$ cat config.mk
export PLATFORM = sky130hd
export DESIGN_NAME = cnn_mac_pipe
export DESIGN_NICKNAME = d
export VERILOG_FILES = /design/src/rtl/cnn_mac_pkg.sv /design/src/rtl/cnn_mac_mul_pipe.sv /design/src/rtl/cnn_mac_pipe.sv
export SDC_FILE = /design/constraint.sdc
export NUM_CORES = 1
export LEC_CHECK = 0
export ABC_AREA = 1
export BUFFER_PORTS_ARGS = -buffer_cell sky130_fd_sc_hd__clkbuf_2
export CORE_UTILIZATION = 64
export DETAILED_ROUTE_END_ITERATION = 12
export HOLD_SLACK_MARGIN = 0.15
export PLACE_DENSITY_LB_ADDON = 0.05
export SLEW_MARGIN = 20
export SYNTH_ARGS = -nofsm -noshare
export SYNTH_HDL_FRONTEND = slang
export SYNTH_HIERARCHICAL = 1
export SYNTH_SLANG_ARGS = --single-unit
$ cat constraint.sdc
create_clock -name ap_clk -period 7 [get_ports ap_clk]
set_input_delay 1.05 -clock ap_clk [delete_from_list [all_inputs] [get_ports ap_clk]]
set_output_delay 1.05 -clock ap_clk [all_outputs]
set_load 0.02 [all_outputs]
$ cat src/rtl/cnn_mac_pkg.sv
// cnn_mac_pkg: default widths, pipeline-depth limits and saturation bounds for the MAC pipe
package cnn_mac_pkg;
  localparam int DIN0_W_DEF = 9;
  localparam int DIN1_W_DEF = 14;
  localparam int NUM_STAGE_DEF = 2;
  localparam int NUM_STAGE_MIN = 1;
  localparam int NUM_STAGE_MAX = 4;
  localparam int ACC_LEN_DEF = 9;
  localparam int ACC_W_DEF = 32;
  localparam int DOUT_W_DEF = 16;
  function automatic longint sat_max(input int w);
    return (longint'(1) <<< (w - 1)) - longint'(1);
  endfunction
  function automatic longint sat_min(input int w);
    return -(longint'(1) <<< (w - 1));
  endfunction
endpackage

$ cat src/rtl/cnn_mac_mul_pipe.sv
// cnn_mac_mul_pipe: signed multiplier with NUM_STAGE enabled registers, shaped for DSP inference
module cnn_mac_mul_pipe #(
  parameter int A_W = 9,
  parameter int B_W = 14,
  parameter int P_W = 32,
  parameter int NUM_STAGE = 2
) (
  input  logic                  clk,
  input  logic                  rst,
  input  logic                  en,
  input  logic                  in_valid,
  input  logic signed [A_W-1:0] a,
  input  logic signed [B_W-1:0] b,
  output logic signed [P_W-1:0] p,
  output logic                  p_valid
);
  logic signed [A_W+B_W-1:0] full;
  logic signed [P_W-1:0] pr [NUM_STAGE];
  logic [NUM_STAGE-1:0] vr;
  assign full = a * b;
  assign p = pr[NUM_STAGE-1];
  assign p_valid = vr[NUM_STAGE-1];
  for (genvar i = 0; i < NUM_STAGE; i++) begin : g
    if (i == 0) begin : h
      // first stage captures the sign-extended product of the accepted pair
      always_ff @(posedge clk) begin
        if (rst) vr[0] <= 1'b0;
        else if (en) vr[0] <= in_valid;
        if (en) pr[0] <= P_W'(full);
      end
    end else begin : h
      // later stages shift product and valid together, holding while stalled
      always_ff @(posedge clk) begin
        if (rst) vr[i] <= 1'b0;
        else if (en) vr[i] <= vr[i-1];
        if (en) pr[i] <= pr[i-1];
      end
    end
  end
endmodule

$ cat src/rtl/cnn_mac_pipe.sv
// cnn_mac_pipe: pipelined signed MAC summing ACC_LEN products; CNN_MAC_SAT_EN selects saturating output
module cnn_mac_pipe
  import cnn_mac_pkg::*;
#(
  parameter int DIN0_WIDTH = DIN0_W_DEF,
  parameter int DIN1_WIDTH = DIN1_W_DEF,
  parameter int NUM_STAGE = NUM_STAGE_DEF,
  parameter int ACC_LEN = ACC_LEN_DEF,
  parameter int ACC_WIDTH = ACC_W_DEF,
  parameter int DOUT_WIDTH = DOUT_W_DEF
) (
  input  logic                         ap_clk,
  input  logic                         ap_rst,
  input  logic                         in_valid,
  output logic                         in_ready,
  input  logic signed [DIN0_WIDTH-1:0] din0,
  input  logic signed [DIN1_WIDTH-1:0] din1,
  output logic                         out_valid,
  input  logic                         out_ready,
  output logic signed [DOUT_WIDTH-1:0] dout
);
  localparam int CW = ACC_LEN > 1 ? $clog2(ACC_LEN) : 1;
  logic stall, p_valid, last;
  logic signed [ACC_WIDTH-1:0] p, acc, sum;
  logic signed [DOUT_WIDTH-1:0] red;
  logic [CW-1:0] cnt;
  assign stall = out_valid & ~out_ready;
  assign in_ready = ~stall;
  cnn_mac_mul_pipe #(
    .A_W(DIN0_WIDTH), .B_W(DIN1_WIDTH), .P_W(ACC_WIDTH), .NUM_STAGE(NUM_STAGE)
  ) u_mul (
    .clk(ap_clk), .rst(ap_rst), .en(~stall), .in_valid(in_valid),
    .a(din0), .b(din1), .p(p), .p_valid(p_valid)
  );
  // running sum restarts at cnt 0; final sum is reduced to the output width
  always_comb begin
    last = cnt == CW'(ACC_LEN - 1);
    sum = cnt == '0 ? p : acc + p;
`ifdef CNN_MAC_SAT_EN
    red = longint'(sum) > sat_max(DOUT_WIDTH) ? DOUT_WIDTH'(sat_max(DOUT_WIDTH)) :
          longint'(sum) < sat_min(DOUT_WIDTH) ? DOUT_WIDTH'(sat_min(DOUT_WIDTH)) :
          sum[DOUT_WIDTH-1:0];
`else
    red = sum[DOUT_WIDTH-1:0];
`endif
  end
  // accumulate valid products and publish each finished sum, freezing under backpressure
  always_ff @(posedge ap_clk) begin
    if (ap_rst) begin
      cnt <= '0;
      acc <= '0;
      out_valid <= 1'b0;
      dout <= '0;
    end else if (!stall) begin
      out_valid <= p_valid & last;
      if (p_valid) begin
        acc <= sum;
        cnt <= last ? '0 : cnt + 1'b1;
        if (last) dout <= red;
      end
    end
  end
endmodule
==> impl_metrics.csv <==
group,metric,value,unit
setup_path,reg2reg_slack,4.37,ns
timing,tightestPinTransition,0.842,ns
detailed_routing,finalWirelength,13.8,mm
final_layout,post-route-util,69.7,%
power,p_leak,4.16,nW
clock_network,cts_buffers,9,
timing,finalCritPeriodShare,74.6,%
clock_network,cts_num_sinks,71,
clock_network,clock_tree.root_cell,"clkbuf_8",
floorplan,rows,37,
setup_path,arrival,5.32,ns
clock_network,clock_latency,0.35,ns
detailed_routing,routed_via_density,5.18,
setup_path,cp_slowest_cell,"fa_1",
yosys,yosys_warnings,6,
final_layout,antenna_cells,0,
timing,hold_violations,0,
detailed_routing,routedWlPerCell,13.5,µm
grt,grt_pass1_wl,23.7,mm
yosys,synthCells,878,
setup_path,end_kind,"register",
clock_network,cts_tree,"built",
timing,finClkSkew,0.0117,ns
clock_network,cts_resized,0,
detailed_routing,num_vias,5319,
detailed_routing,drtAntennaViolNets,0,
clock_network,clock_path_buffers,2,
floorplan,io_pins,45,
timing,setup_viol,0,
min_path,worstHoldEndpoint,"u_mul/pr[0][43]",
min_path,holdCritPathClass,"reg2reg",
setup_path,timing.rr.start,"out_valid",
setup_path,critPathRequiredTime,7.10,ns
timing,min_period,5.22,ns
floorplan,die-area,11100,µm²
place,dpl.hpwl,10.9,mm
grt,track_usage,27.0,%
final_layout,final_nets,1041,
grt,first_global_vias,5301,
yosys,syn_area,6860,µm²
outcome,outcome,"finished, final reports clean",
detailed_routing,drc,0,
setup_path,worstRegToRegCells,7,
setup_path,crit_top_cell,"fa_1",
grt,antenna_found_initial,0,
setup_path,start_kind,"input pin",
power,ir_drop,315,µV
yosys,syn_area_per_cell,7.81,µm²
timing,grt_setup_unrepaired,"false",
detailed_routing,drt_iter0_markers,243,
place,gp_congestion,0.846,
detailed_routing,detail_route.first_pass.iterations,5,
timing,tns,0,ns
timing,holdWs,0.413,ns
floorplan,start_util,66.1,%
timing,finalMaxSlewViolations,0,
yosys,synth_fp_nets,1033,
clock_network,cts_setup_buffers,0,
grt,grt_overflow,0,
timing,max_freq,192,MHz
setup_path,cp_cell_sequence,"clkbuf_2 > inv_1 > or2_2 > fa_1 > fa_1 > inv_1 > fa_1 > fa_1 > fa_1 > ha_1 > a21oi_1 > nand2_1 > nand2_1 > nand2_1 > xor2_1",
final_layout,syn_to_final_growth,5.42,%
setup_path,r2r-end,"dout[5]",
power,powerDensity,337,nW/µm²
floorplan,die_w,106,µm
timing,fin_ws,1.78,ns
clock_network,cts_max_level,3,
timing,max-slew-margin-rel,43.7,%
setup_path,crit_path_max_fanout,8,
setup_path,crit_path_start,"din0[8]",
place,port_buffers,44,
clock_network,cts_hold_buf,0,
floorplan,coreArea,10400,µm²
setup_path,path_class,"in2reg",
floorplan,die_y,106,µm
grt,grt_max_degree,39,
final_layout,drive_gt1_share,9.09,%
run,maxCapViolCount,0,
min_path,hold_depth,0,
min_path,min_from,"u_mul/pr[0][11]",
clock_network,path_clk_slew,0.08,ns
setup_path,crit_path_max_incr_delay,0.58,ns
place,dp_slack,1.47,ns
[per-stage QoR]
stage	instances	area [µm²]	total power, mW
after global placement	1011	6980	1.98
after detailed placement	1011	6980	2.02
after global routing	1027	7230	2.67
final	1027	7230	2.44
after floorplan	878	6860	1.77
after CTS	1027	7230	2.44
[report_power, final]
| group | internal, mW | switching, mW | total (mW) |
|---|---|---|---|
| Sequential | 0.592 | 0.0414 | 0.633 |
| Combinational | 0.539 | 0.862 | 1.40 |
| Clock | 0.247 | 0.156 | 0.404 |
[placed cells by master (no fill, tap or decap), types with 6 or more instances in the layout]
cell	count
nor2_1	53
o21ai_0	17
clkbuf_2	44
edfxtp_1	32
xor2_1	10
nand3_1	35
nand2_2	7
ha_1	52
dfxtp_1	39
a21oi_1	17
o211ai_1	6
inv_1	182
nand2_1	270
fa_1	76
clkbuf_8	10
[flip-flops by register name (all words and copies together), names as in the netlist]
signal,flops
u_mul/vr,1
u_mul/p_valid,1
cnt,4
dout,16
out_valid,1
acc,16
u_mul/pr,32
[cell type report]
type	count	area [µm²]
clock buffer	11	141
clock inverter	5	104
fill	877	3140
inverter	185	694
multi-input combinational	575	4160
sequential	71	1740
tap	136	170
timing repair buffer	44	220
[worst max-delay path: cells and delay by family]
kind / cells / cell delay (ns)
AND/OR/NAND/NOR: 4 / 0.62
XOR/XNOR: 1 / 0.14
buffers and inverters: 3 / 0.31
adder cells (fa/ha/maj): 6 / 2.96
AO/OA/AOI/OAI: 1 / 0.24
[layer usage]
layer	global-route usage (%)	wire length, µm
met5	0	0
met4	12.4	490
met3	3.53	520
met2	48.3	7120
met1	32.4	5700
[worst max path at each step]
stage	cells after the start	endpoint	slack, ns
2_1_floorplan	14	u_mul/pr[0][15]	1.72
3_3_place_gp	15	u_mul/pr[0][15]	1.54
3_5_place_dp	15	u_mul/pr[0][13]	1.47
4_1_cts	15	u_mul/pr[0][13]	1.84
5_1_grt	15	u_mul/pr[0][15]	1.63
6_report	15	u_mul/pr[0][13]	1.78
Note: power is estimated with default switching activity, not from simulation.
